**src/rtl/memory_access_m_stage_if.sv**
```systemverilog
// Data-memory req/ack bus between the M stage (master) and the memory (slave).
// Request fields are held stable by the master until ack; rdata is valid with ack.
interface memory_access_m_stage_if;
  logic        dmem_req_o;
  logic        dmem_we_o;
  logic [31:0] dmem_addr_o;
  logic [31:0] dmem_wdata_o;
  logic [3:0]  dmem_wstrb_o;
  logic [31:0] dmem_rdata_i;
  logic        dmem_ack_i;

  modport master (
    output dmem_req_o, dmem_we_o, dmem_addr_o, dmem_wdata_o, dmem_wstrb_o,
    input  dmem_rdata_i, dmem_ack_i
  );

  modport slave (
    input  dmem_req_o, dmem_we_o, dmem_addr_o, dmem_wdata_o, dmem_wstrb_o,
    output dmem_rdata_i, dmem_ack_i
  );
endinterface

```
**src/rtl/memory_access_m_stage.sv**
```systemverilog
// M-stage load/store unit. Latency: IDLE->BUSY (until ack or timeout)->DONE, min 3 cycles.
// Backpressure: m_stall_o holds the pipeline from access start until DONE; DONE lasts one cycle.
module memory_access_m_stage #(
  parameter int unsigned TIMEOUT_CYCLES = 255,
  parameter logic [6:0]  LOAD_OPCODE    = 7'b0000011,
  parameter logic [6:0]  STORE_OPCODE   = 7'b0100011
) (
  input  logic        clk_i,
  input  logic        rst_i,
  input  logic        M_valid_i,
  input  logic [6:0]  M_opcode_i,
  input  logic [2:0]  M_funct3_i,
  input  logic [31:0] M_valE_i,
  input  logic [31:0] M_valB_i,
  memory_access_m_stage_if.master dmem,
  output logic [31:0] m_valM_o,
  output logic        m_stall_o,
  output logic        m_misalign_o,
  output logic        m_bus_err_o
);
  localparam logic [7:0] TIMEOUT = 8'(TIMEOUT_CYCLES);

  typedef enum logic [1:0] {S_IDLE, S_BUSY, S_DONE} state_t;

  state_t      r_state, w_state_nxt;
  logic        r_req, r_we, r_is_load, r_err;
  logic [31:0] r_addr, r_wdata, r_data;
  logic [3:0]  r_wstrb;
  logic [2:0]  r_funct3;
  logic [1:0]  r_addr_lo;
  logic [7:0]  r_cnt;

  logic        w_is_load, w_is_store, w_mem, w_legal, w_aligned, w_access;
  logic        w_ack, w_timeout;
  logic [7:0]  w_cnt_nxt;
  logic [3:0]  w_st_strb;
  logic [31:0] w_st_data, w_ld_ext;
  logic [7:0]  w_byte;
  logic [15:0] w_half;

  assign w_is_load  = (M_opcode_i == LOAD_OPCODE);
  assign w_is_store = (M_opcode_i == STORE_OPCODE);
  assign w_mem      = M_valid_i & (w_is_load | w_is_store);

  always_comb begin
    w_legal   = 1'b0;
    w_aligned = 1'b0;
    if (w_is_load)
      w_legal = (M_funct3_i inside {3'b000, 3'b001, 3'b010, 3'b100, 3'b101});
    else if (w_is_store)
      w_legal = (M_funct3_i inside {3'b000, 3'b001, 3'b010});
    case (M_funct3_i[1:0])
      2'b00:   w_aligned = 1'b1;
      2'b01:   w_aligned = ~M_valE_i[0];
      2'b10:   w_aligned = (M_valE_i[1:0] == 2'b00);
      default: w_aligned = 1'b0;
    endcase
  end

  assign w_access = w_mem & w_legal & w_aligned;

  // Store lanes: replicate the datum so any byte/half lane picks it up under its strobe.
  always_comb begin
    w_st_strb = 4'b0000;
    w_st_data = 32'h0;
    if (w_is_store) begin
      case (M_funct3_i[1:0])
        2'b00: begin
          w_st_strb = 4'b0001 << M_valE_i[1:0];
          w_st_data = {4{M_valB_i[7:0]}};
        end
        2'b01: begin
          w_st_strb = 4'b0011 << M_valE_i[1:0];
          w_st_data = {2{M_valB_i[15:0]}};
        end
        default: begin
          w_st_strb = 4'b1111;
          w_st_data = M_valB_i;
        end
      endcase
    end
  end

  always_comb begin
    w_byte = dmem.dmem_rdata_i[7:0];
    case (r_addr_lo)
      2'd1:    w_byte = dmem.dmem_rdata_i[15:8];
      2'd2:    w_byte = dmem.dmem_rdata_i[23:16];
      2'd3:    w_byte = dmem.dmem_rdata_i[31:24];
      default: w_byte = dmem.dmem_rdata_i[7:0];
    endcase
    w_half = r_addr_lo[1] ? dmem.dmem_rdata_i[31:16] : dmem.dmem_rdata_i[15:0];
    case (r_funct3)
      3'b000:  w_ld_ext = {{24{w_byte[7]}}, w_byte};
      3'b001:  w_ld_ext = {{16{w_half[15]}}, w_half};
      3'b100:  w_ld_ext = {24'h0, w_byte};
      3'b101:  w_ld_ext = {16'h0, w_half};
      default: w_ld_ext = dmem.dmem_rdata_i;
    endcase
  end

  assign w_ack     = dmem.dmem_ack_i & r_req;
  assign w_cnt_nxt = r_cnt + 8'd1;
  assign w_timeout = ~w_ack & (w_cnt_nxt == TIMEOUT);

  always_ff @(posedge clk_i) begin
    if (rst_i) r_state <= S_IDLE;
    else       r_state <= w_state_nxt;
  end

  always_comb begin
    w_state_nxt = r_state;
    case (r_state)
      S_IDLE:  if (w_access) w_state_nxt = S_BUSY;
      S_BUSY:  if (w_ack || w_timeout) w_state_nxt = S_DONE;
      S_DONE:  w_state_nxt = S_IDLE;
      default: w_state_nxt = S_IDLE;
    endcase
  end

  always_ff @(posedge clk_i) begin
    if (rst_i) begin
      r_req     <= 1'b0;
      r_we      <= 1'b0;
      r_wstrb   <= 4'b0000;
      r_addr    <= 32'h0;
      r_wdata   <= 32'h0;
      r_data    <= 32'h0;
      r_funct3  <= 3'b000;
      r_addr_lo <= 2'b00;
      r_is_load <= 1'b0;
      r_cnt     <= 8'h0;
      r_err     <= 1'b0;
    end else begin
      case (r_state)
        S_IDLE: if (w_access) begin
          r_req     <= 1'b1;
          r_we      <= w_is_store;
          r_wstrb   <= w_st_strb;
          r_addr    <= {M_valE_i[31:2], 2'b00};
          r_wdata   <= w_st_data;
          r_funct3  <= M_funct3_i;
          r_addr_lo <= M_valE_i[1:0];
          r_is_load <= w_is_load;
          r_data    <= 32'h0;
          r_cnt     <= 8'h0;
          r_err     <= 1'b0;
        end
        S_BUSY: begin
          if (w_ack || w_timeout) begin
            r_req   <= 1'b0;
            r_we    <= 1'b0;
            r_wstrb <= 4'b0000;
            r_data  <= w_ack ? w_ld_ext : 32'h0;
            r_err   <= ~w_ack;
          end else begin
            r_cnt <= w_cnt_nxt;
          end
        end
        default: r_err <= 1'b0;
      endcase
    end
  end

  assign dmem.dmem_req_o   = r_req;
  assign dmem.dmem_we_o    = r_we;
  assign dmem.dmem_addr_o  = r_addr;
  assign dmem.dmem_wdata_o = r_wdata;
  assign dmem.dmem_wstrb_o = r_wstrb;

  // Reset gates the status outputs immediately even though the state clears on the next edge.
  assign m_stall_o    = ~rst_i & (((r_state == S_IDLE) & w_access) | (r_state == S_BUSY));
  assign m_misalign_o = ~rst_i & (r_state == S_IDLE) & w_mem & ~(w_legal & w_aligned);
  assign m_valM_o     = (~rst_i & (r_state == S_DONE) & r_is_load) ? r_data : 32'h0;
  assign m_bus_err_o  = ~rst_i & (r_state == S_DONE) & r_err;
endmodule

```
**src/flat_wrapper.sv**
```systemverilog
// flat-port wrapper written by rule: the top's interface ports become plain ports
module memory_access_m_stage_flat 
#(
  parameter int unsigned TIMEOUT_CYCLES = 255,
  parameter logic [6:0]  LOAD_OPCODE    = 7'b0000011,
  parameter logic [6:0]  STORE_OPCODE   = 7'b0100011
)
  (clk_i, rst_i, M_valid_i, M_opcode_i, M_funct3_i, M_valE_i, M_valB_i, m_valM_o, m_stall_o, m_misalign_o, m_bus_err_o, dmem_dmem_req_o, dmem_dmem_we_o, dmem_dmem_addr_o, dmem_dmem_wdata_o, dmem_dmem_wstrb_o, dmem_dmem_rdata_i, dmem_dmem_ack_i);
  memory_access_m_stage_if dmem_i ();
  input  logic clk_i;
  input  logic rst_i;
  input  logic M_valid_i;
  input  logic [6:0] M_opcode_i;
  input  logic [2:0] M_funct3_i;
  input  logic [31:0] M_valE_i;
  input  logic [31:0] M_valB_i;
  output logic [31:0] m_valM_o;
  output logic m_stall_o;
  output logic m_misalign_o;
  output logic m_bus_err_o;
  output wire logic [$bits(dmem_i.dmem_req_o)-1:0] dmem_dmem_req_o;
  output wire logic [$bits(dmem_i.dmem_we_o)-1:0] dmem_dmem_we_o;
  output wire logic [$bits(dmem_i.dmem_addr_o)-1:0] dmem_dmem_addr_o;
  output wire logic [$bits(dmem_i.dmem_wdata_o)-1:0] dmem_dmem_wdata_o;
  output wire logic [$bits(dmem_i.dmem_wstrb_o)-1:0] dmem_dmem_wstrb_o;
  input wire logic [$bits(dmem_i.dmem_rdata_i)-1:0] dmem_dmem_rdata_i;
  input wire logic [$bits(dmem_i.dmem_ack_i)-1:0] dmem_dmem_ack_i;
  assign dmem_dmem_req_o = dmem_i.dmem_req_o;
  assign dmem_dmem_we_o = dmem_i.dmem_we_o;
  assign dmem_dmem_addr_o = dmem_i.dmem_addr_o;
  assign dmem_dmem_wdata_o = dmem_i.dmem_wdata_o;
  assign dmem_dmem_wstrb_o = dmem_i.dmem_wstrb_o;
  assign dmem_i.dmem_rdata_i = dmem_dmem_rdata_i;
  assign dmem_i.dmem_ack_i = dmem_dmem_ack_i;
  memory_access_m_stage #(.TIMEOUT_CYCLES(TIMEOUT_CYCLES), .LOAD_OPCODE(LOAD_OPCODE), .STORE_OPCODE(STORE_OPCODE)) u_core (.clk_i(clk_i), .rst_i(rst_i), .M_valid_i(M_valid_i), .M_opcode_i(M_opcode_i), .M_funct3_i(M_funct3_i), .M_valE_i(M_valE_i), .M_valB_i(M_valB_i), .dmem(dmem_i), .m_valM_o(m_valM_o), .m_stall_o(m_stall_o), .m_misalign_o(m_misalign_o), .m_bus_err_o(m_bus_err_o));
endmodule
```
**config.mk**
```make
export PLATFORM = sky130hd
export DESIGN_NAME = memory_access_m_stage_flat
export DESIGN_NICKNAME = d
export VERILOG_FILES = /design/src/rtl/memory_access_m_stage_if.sv /design/src/rtl/memory_access_m_stage.sv /design/src/flat_wrapper.sv
export SDC_FILE = /design/constraint.sdc
export NUM_CORES = 1
export LEC_CHECK = 0
export ABC_AREA = 1
export BUFFER_PORTS_ARGS = -buffer_cell sky130_fd_sc_hd__buf_2
export CAP_MARGIN = 20
export CORE_MARGIN = 5
export CORE_UTILIZATION = 53
export DETAILED_ROUTE_END_ITERATION = 10
export PLACE_DENSITY = 0.85
export SLEW_MARGIN = 20
export SYNTH_ARGS = -nofsm -noshare
export SYNTH_HDL_FRONTEND = slang
export SYNTH_SLANG_ARGS = --single-unit
```
**constraint.sdc**
```tcl
create_clock -name clk_i -period 5.25 [get_ports clk_i]
set_input_delay 1.05 -clock clk_i [delete_from_list [all_inputs] [get_ports clk_i]]
set_output_delay 1.05 -clock clk_i [all_outputs]
set_load 0.01 [all_outputs]
```
==> out/qor.txt, run 1 <==
RSZ-0062 raised after global routing: false
Startpoint Class: input pin
H-tree depth: 4
PD cells: 287 nW/µm²
Routability cong.: 0.903
Largest cells by area after synthesis: dfxtp_1 (41%), nand2_1 (13%), a21oi_1 (12%)
Max stage delay on crit path: 440 ps
# IOs: 215
Avg Cell Area, Syn: 6.89 µm²
Pin slew with the least headroom to its limit: 1020 ps
Total power draw: 2.08 mW
Layout cells sized above 1: 0.270
Master of the slowest instance on the critical path: buf_4
Yosys warnings: 0
Worst reg2reg startpoint: u_core.r_state[0]
Post-CTS sizing: 0
DR pass1 iterations: 7
Setup crit end kind: primary output
Mapped cell area: 5680 µm²
Max Cap Violations: 0
CP Cell Sequence: buf_4, clkinv_1, nand4_1, buf_4, nor2_1, buf_2
Clk Latency, worst-skew pair: 510 ps
Syn Inst Count: 825
Register area share after synthesis: 0.412
Arr. time, crit path: 2610 ps
# fillers: 909
IO Port Bufs: 212
Layout area overhead: 27.3%
Class of the worst hold path: flop to flop
CTS Sinks: 117
R2R Setup Slk: 2600 ps
Clock skew: 8.80 ps
Inserted Diodes: 0
Routed Antenna Nets: 0
GRT Overall Usage: 0.259
Root buf cell: clkbuf_8
Area leader, netlist: dfxtp_1
Most common cell on crit path: buf_4
Register area: 2340 µm²
DRT iter0 DRCs: 503
Highest clock rate: 273 MHz
Via density per instance: 5.48
Slew Limit Fails: 0
Hold_sp: u_core.r_is_load
Die height: 114 µm
Hold endpoint: u_core.r_is_load
Bufs on Longest Clock Path: 2
Share of the synthesized area in the top cell type: 0.412
Leakage power: 3.00 nW
Hold Path Cell Cnt: 2
Period Utilization, post-route: 0.697
Vias in the first global route: 5821
Final setup fails: 0
Post-CTS setup buffer count: 0
VDD IR-drop max: 218 µV
Yosys cell types: 30
DP Wirelength: 11900 µm
First-pass GRT wire length: 27800 µm
Clock transition at path regs: 60 ps
Full die area: 12900 µm²
Critical path type: input pin to primary output
Drt total wl: 17300 µm
Vias: 6294
CTS tree: built
Initial Utilization: 0.548
Initial antenna violation count: 0
Die width: 114 µm
Hold buffer count at cts: 0
RR Endpoint: u_core.r_data[3]
Pin count of the biggest net entering global routing: 84
Period minus WS final: 3660 ps
Critical path peak fanout: 52
Residual DRC: 0
Worst R2R Path Depth: 6
Core Rows: 37
Core box area: 10400 µm²
Final hold viol count: 0
Grt ovf: 0
Register bit count reported by yosys: 117
Area of the multi-input gates: 2760 µm²
Nets: 1112
Req. time, crit path: 4200 ps
DR WL/cell: 15.0 µm
Outcome: complete, no violations
Setup_tns: 0 ps
Cts bufs inserted: 17
Max_slew headroom: 0.317
state kept, by name (all words and copies together) (netlist names):
signal,flops
u_core.r_state,2
u_core.r_data,32
u_core.r_err,1
u_core.r_addr_lo,2
u_core.r_is_load,1
u_core.dmem.dmem_we_o,1
u_core.dmem.dmem_addr_o,30
u_core.dmem.dmem_wdata_o,32
u_core.dmem.dmem_req_o,1
u_core.dmem.dmem_wstrb_o,4
u_core.r_cnt,8
u_core.r_funct3,3
where the power goes:
group	internal [mW]	leakage, nW	switching (mW)
clock network	0.637	0.263	0.443
logic	0.0418	1.79	0.0644
registers	0.889	0.942	0.000574
total	1.57	3.00	0.508
layer usage:
layer	global-route usage	up-vias	wire length [µm]
met2	0.430	313	8150
met1	0.331	2833	7100
met4	0.0785	0	287
met5	0	-	0
met3	0.0690	31	1710
li1	-	3117	-
cell usage after synthesis:
master,number
nand2_1,191
a21oi_1,136
dfxtp_1,117
inv_1,72
nand3_1,66
nor2_1,56
clkbuf_1,38
nand4_1,31
o21ai_0,20
buf_2,17
o2111ai_1,16
o211ai_1,12
or2_2,11
o22ai_1,8
o221ai_1,6
buf_4,5
buf_6,3
inv_2,3
nor2_2,3
clkinv_1,2
ha_1,2
nand2_2,2
a211oi_1,1
conb_1,1
nand3_2,1
nand4_2,1
nor3_1,1
nor4_1,1
o21a_1,1
o21bai_1,1
kinds of logic (layout without fill, tap and decap cells):
kind of cell / count (synthesis) / in the layout / share of synthesized area
and+or+nand+nor: 364 / 364 / 0.279
other: 1 / 2 / 0.000660
DFF: 117 / 117 / 0.412
AOI/OAI and AO/OA: 201 / 201 / 0.200
buffers and inverters: 140 / 327 / 0.104
adders and majority gates: 2 / 2 / 0.00440
per-stage QoR:
step                setup WS, ps  cells  hold WS (ps)  utilization  cell area [µm²]
finish                      1590   1149           447        0.697             7230
global route                1390   1149           477        0.697             7230
CTS                         1580   1149           446        0.697             7230
detailed placement          1590   1117           437        0.644             6670
global placement            1650   1117           436        0.644             6670
floorplan                   2030    826           421            -             5680
worst max-delay path by stage:
stage                        from      endpoint  depth (start not counted)
finish                      rst_i   m_valM_o[3]                          6
global route                rst_i   m_valM_o[5]                          6
CTS                         rst_i  m_valM_o[25]                          6
detailed placement          rst_i  m_valM_o[25]                          6
global placement            rst_i  m_valM_o[30]                          6
floorplan           M_opcode_i[4]     m_stall_o                          9
critical path, delay by kind of cell:
kind / cells / cell delay (ps)
buffers and inverters: 4 / 1280
and+or+nand+nor: 2 / 260
cell usage in the layout, fill, tap and decap left out, drive strengths merged:
cell        n
clkbuf     17
a21oi     136
o21a        1
nor3        1
inv        82
o21bai      1
nor2       59
ha          2
o21ai      20
conb        2
nand2     193
or2        11
a211oi      1
bufinv      1
o2111ai    16
nand4      32
buf       218
clkinv      5
nand3      67
o22ai       8
dfxtp     117
nor4        1
o211ai     12
o221ai      6
clkinvlp    4
final cells by class:
cell class / instances / share of cell area
well taps: 136 / 0.0235
inverters: 77 / 0.0400
multi-input cells: 569 / 0.382
clock buffers: 17 / 0.0573
repair buffers: 218 / 0.153
flip-flops and latches: 117 / 0.324
clock inverters: 15 / 0.0199
Note: power is estimated with default switching activity, not from simulation.
==> inputs of run 2 (changes only) <==
ABC_AREA = 0   (was 1)
CORE_UTILIZATION = 45   (was 53)
PLACE_DENSITY = 0.77   (was 0.85)
clock period = 3.3 ns   (was 5.25 ns; I/O delays follow)
==> run 2 against run 1 <==
Compared with the run above: worst setup slack worse by 990 ps; global-route usage down 3.4 points; sequential power rose by 60%; synthesized cell count fell by 15%; flip-flop and latch count unchanged; total power increased by 67%; critical path depth is the same; register-to-register slack got worse by 1600 ps; routed wire length fell by 3.3%; final cell count decreased by 6.8%.
==> out/qor.txt, run 2 <==
Outcome: complete, no violations
DR pass1 iterations: 4
Nets: 998
DP Wirelength: 12400 µm
Period minus WS final: 2700 ps
Worst R2R Path Depth: 6
Highest clock rate: 371 MHz
Clock transition at path regs: 50 ps
IO Port Bufs: 212
Drt total wl: 16700 µm
VDD IR-drop max: 322 µV
Core Util, Final: 0.595
EDFF count, synth: 0
Top-count cell post-synth: nand2_1
RSZ-0062 raised after global routing: false
Critical path type: input pin to primary output
Layout cells sized above 1: 0.325
Worst reg2reg startpoint: u_core.r_addr_lo[1]
R2R Setup Slk: 1020 ps
Period Utilization, post-route: 0.817
Fraction of registers with async set/reset: 0
Bufs on Longest Clock Path: 2
Startpoint Class: input pin
Commonest non-fill, non-tap cell in the layout: buf_2
Routability cong.: 0.795
Avg Cell Area, Syn: 8.14 µm²
Mapped cell area: 5700 µm²
CTS Sinks: 117
Core Rows: 41
Hold endpoint: u_core.r_data[8]
Full die area: 15000 µm²
Core box area: 12500 µm²
Syn Inst Count: 700
Die width: 123 µm
Post-CTS sizing: 0
Class of the worst hold path: flop to flop
Vias: 5666
Share of the synthesized area in the top cell type: 0.411
Clk Latency, worst-skew pair: 410 ps
Pin count of the biggest net entering global routing: 51
Via density per instance: 5.29
Yosys cell types: 59
Initial antenna violation count: 1
PD cells: 465 nW/µm²
GRT Overall Usage: 0.225
Slew Limit Fails: 0
Ys flop type: dfxtp_1
Largest cells by area after synthesis: dfxtp_1 (41%), nand2_1 (8.8%), a21oi_1 (7.2%)
Root buf cell: clkbuf_16
Max_slew headroom: 0.476
H-tree depth: 4
Cts bufs inserted: 17
Residual DRC: 0
Inserted Diodes: 0
Hold Path Cell Cnt: 1
RR Endpoint: u_core.r_data[10]
Leakage power: 3.29 nW
CTS tree: built
Setup_tns: 0 ps
Synth top cells by count: nand2_1 (133), dfxtp_1 (117), a21oi_1 (82)
Hold buffer count at cts: 0
# fillers: 1177
Max Cap Violations: 0
Post-Layout Cell Count: 1071
Post-CTS setup buffer count: 0
Most frequent cells in the layout: buf_2 (212), nand2_1 (133), dfxtp_1 (117)
Total power draw: 3.46 mW
Cells after DPL: 1039
Clock skew: 7.60 ps
Die height: 123 µm
Register bit count reported by yosys: 117
Pin slew with the least headroom to its limit: 784 ps
DR WL/cell: 15.6 µm
Register area share after synthesis: 0.411
Yosys warnings: 0
Grt ovf: 0
Vias in the first global route: 5448
Setup crit end kind: primary output
Arr. time, crit path: 2040 ps
Final setup fails: 0
Critical Path Start: M_valE_i[0]
First-pass GRT wire length: 26700 µm
# IOs: 215
Area leader, netlist: dfxtp_1
Critical path peak fanout: 8
DRT iter0 DRCs: 280
Hold_sp: u_core.r_data[8]
Routed Antenna Nets: 0
Final hold viol count: 0
Layout area overhead: 30.7%
Initial Utilization: 0.455
Req. time, crit path: 2640 ps
==> run 2: cell count changes in the layout (fill, tap and decap cells not counted), moves of 15 or more <==
cell,change
nand4_1,-24
nand2b_1,+28
a22o_1,+20
and2_1,+34
inv_1,-60
mux2_2,+24
nor2_1,-31
o2111ai_1,-15
nand3_1,-31
a21oi_1,-54
nand2_1,-57
==> run 2: cells by family after synthesis <==
kind of cell,synth area share
buffers and inverters,0.0567
multiplexers,0.0650
AND/OR/NAND/NOR,0.260
flip-flops,0.411
AO/OA/AOI/OAI,0.202
adder cells (fa/ha/maj),0.00439
other,0.000658
==> run 2: final cells by class <==
cell class / count / area, µm² / share of cell area
Timing Repair Buffer: 226 / 1200 / 0.162
Multi-Input combinational cell: 513 / 3070 / 0.412
Clock inverter: 10 / 131 / 0.0176
Sequential cell: 117 / 2340 / 0.314
Clock buffer: 22 / 444 / 0.0596
Inverter: 11 / 41.3 / 0.00554
Tap cell: 172 / 215 / 0.0289
==> run 2: routing by layer <==
layer,vias up,wire length (µm),global-route usage
met2,206,8040,0.382
met5,-,11,0
met1,2619,6730,0.256
met4,2,413,0.0959
li1,2808,-,-
met3,31,1490,0.0811
==> run 2: metrics by stage <==
step,hold WS (ps),setup slack (ps),area (µm²)
after floorplan,418,907,5700
after global placement,427,590,6870
after detailed placement,432,570,6870
after CTS,444,568,7450
after global routing,450,387,7450
final,439,605,7450
==> run 2: how the worst max path moves through the flow <==
stage	endpoint	slack (ps)	depth (start not counted)
after CTS	m_stall_o	570	6
after detailed placement	m_stall_o	570	6
after global routing	m_stall_o	390	6
final	m_stall_o	600	6
after global placement	m_stall_o	590	6
after floorplan	m_misalign_o	910	3
==> run 2: worst max-delay path: stages <==
cell	delay (ps)
buf_2	150
a221oi_2	390
o2111ai_1	210
a21oi_1	330
nor2b_1	160
buf_2	130
==> run 2: where the power goes <==
part           leakage [nW]  internal [mW]  total, mW  switching, mW
Clock                 0.282           1.18       1.80          0.625
Sequential            0.942           1.42       1.42        0.00580
Combinational          2.06          0.101      0.233          0.132
==> inputs of run 3 (changes only) <==
CORE_UTILIZATION = 50   (was 45)
PLACE_DENSITY = 0.81   (was 0.77)
clock period = 2.5 ns   (was 3.3 ns; I/O delays follow)
==> run 3 against run 2 <==
Compared with the run above: hold slack got worse by 120 ps; clock power rose by 29%; design area rose by 0.50%; register-to-register slack got worse by 670 ps; combinational power rose by 40%; worst setup slack got worse by 370 ps; count of clock-buffer cells in the layout rose by 4; non-clock buffer count rose by 10; flip-flop and latch count did not move; critical endpoint unchanged.
==> out/qor.txt, run 3 (same netlist as run 2, synthesis figures left out) <==
H-tree depth: 4
Post-CTS sizing: 0
P_sw: 0.999 mW
Top routing layer in use: met5
Combinational share of power: 0.072
Period minus WS final: 2260 ps
Routability cong.: 0.829
IO Port Bufs: 212
Worst setup endpoint: m_stall_o
Startpoint Class: input pin
Class of the worst hold path: input pin to flop
Via density per instance: 5.42
Bufs on Longest Clock Path: 2
Critical path peak fanout: 7
Hold Slack: 323 ps
R2R Setup Slk: 350 ps
Initial Utilization: 0.505
Worst R2R Path Depth: 6
Cells after DPL: 1020
Max Cap Violations: 0
Inserted Diodes: 0
P_int: 3.53 mW
Worst reg2reg startpoint: u_core.r_cnt[1]
Most frequent cells in the layout: buf_2 (212), nand2_1 (133), dfxtp_1 (117)
DR pass1 iterations: 5
Clk network pwr share: 0.512
Residual DRC: 0
Post-Route M1 WL: 6870 µm
Die height: 117 µm
Post-DP Area: 6920 µm²
Die width: 117 µm
RSZ-0062 raised after global routing: false
Clock skew: 5.55 ps
RR Endpoint: u_core.r_cnt[0]
Layout area overhead: 31.4%
Period Utilization, post-route: 0.904
Met2 wire length: 8110 µm
DP Wirelength: 12200 µm
Design area: 7490 µm²
Post-CTS setup buffer count: 0
Vias: 5682
Nets: 1008
Final setup fails: 0
Post-Layout Cell Count: 1049
Core Util, Final: 0.664
Setup_tns: 0 ps
Initial antenna violation count: 2
Drt total wl: 17100 µm
Outcome: complete, no violations
Pin count of the biggest net entering global routing: 52
Vias in the first global route: 5511
Full die area: 13600 µm²
GRT Overall Usage: 0.248
Core box area: 11300 µm²
VDD IR-drop max: 410 µV
PD cells: 604 nW/µm²
Setup crit end kind: primary output
Layout cells sized above 1: 0.332
DR WL/cell: 16.3 µm
Routed Antenna Nets: 0
Switching share of power: 0.221
CTS Sinks: 117
First-pass GRT wire length: 26600 µm
Critical path type: input pin to primary output
Commonest non-fill, non-tap cell in the layout: buf_2
Seq pwr share: 0.416
Highest clock rate: 442 MHz
Final hold viol count: 0
WL met3: 1660 µm
Slew Limit Fails: 0
Core Rows: 39
Hold Path Cell Cnt: 3
CTS tree: built
Cts bufs inserted: 17
Leakage power: 3.34 nW
Arr. time, crit path: 1760 ps
Req. time, crit path: 2000 ps
Critical Path Start: M_valE_i[1]
Root buf cell: clkbuf_16
Clk Latency, worst-skew pair: 410 ps
# IOs: 215
Clock transition at path regs: 50 ps
Hold buffer count at cts: 0
DRT iter0 DRCs: 334
Grt ovf: 0
-- run 3: cell count changes in the layout (fill, tap and decap cells not counted) --
cell       change
buf_12         +1
buf_4          +9
bufinv_16      -2
clkbuf_1       -2
clkbuf_8       +6
clkinv_2       -4
clkinv_4       -1
-- run 3: per-layer routing --
layer  global-route usage  up-vias
met3                0.103       41
met5                    0        -
met1                0.289     2613
met2                0.410      216
li1                     -     2808
met4               0.0887        4
-- run 3: critical path, cell delays in order --
cell and delay, ps:
buf_2 150, nor4_2 400, o2111ai_1 180, a21oi_1 210, nor2b_1 160, buf_2 140
-- run 3: worst min-delay path by stage --
stage | from | to | slack (ps)
after floorplan | u_core.r_data[0] | u_core.r_data[0] | 420
after global placement | u_core.r_data[8] | u_core.r_data[8] | 430
after detailed placement | u_core.r_data[12] | u_core.r_data[12] | 430
after CTS | M_valE_i[19] | u_core.dmem.dmem_addr_o[19] | 310
after global routing | M_valE_i[11] | u_core.dmem.dmem_addr_o[11] | 310
final | M_valE_i[19] | u_core.dmem.dmem_addr_o[19] | 320
-- run 3: power by group through the flow --
stage / Clock [mW] / Sequential, mW / Combinational [mW]
2_1_floorplan: 0 / 1.92 / 0.165
3_3_place_gp: 0 / 1.92 / 0.317
3_5_place_dp: 0 / 1.92 / 0.320
4_1_cts: 2.35 / 1.88 / 0.325
5_1_grt: 2.45 / 1.88 / 0.353
6_report: 2.32 / 1.88 / 0.326
-- run 3: layout make-up --
type	count	area [µm²]
Multi-Input combinational cell	513	3070
Sequential cell	117	2340
Timing Repair Buffer	236	1290
Clock inverter	3	42.5
Inverter	11	41.3
Tap cell	143	179
Clock buffer	26	519
Fill cell	968	3790
-- run 3: stage by stage --
stage	total power, mW	worst slack [ps]
5_1_grt	4.69	78.9
3_5_place_dp	2.24	219
6_report	4.52	239
4_1_cts	4.55	250
2_1_floorplan	2.08	427
3_3_place_gp	2.24	272
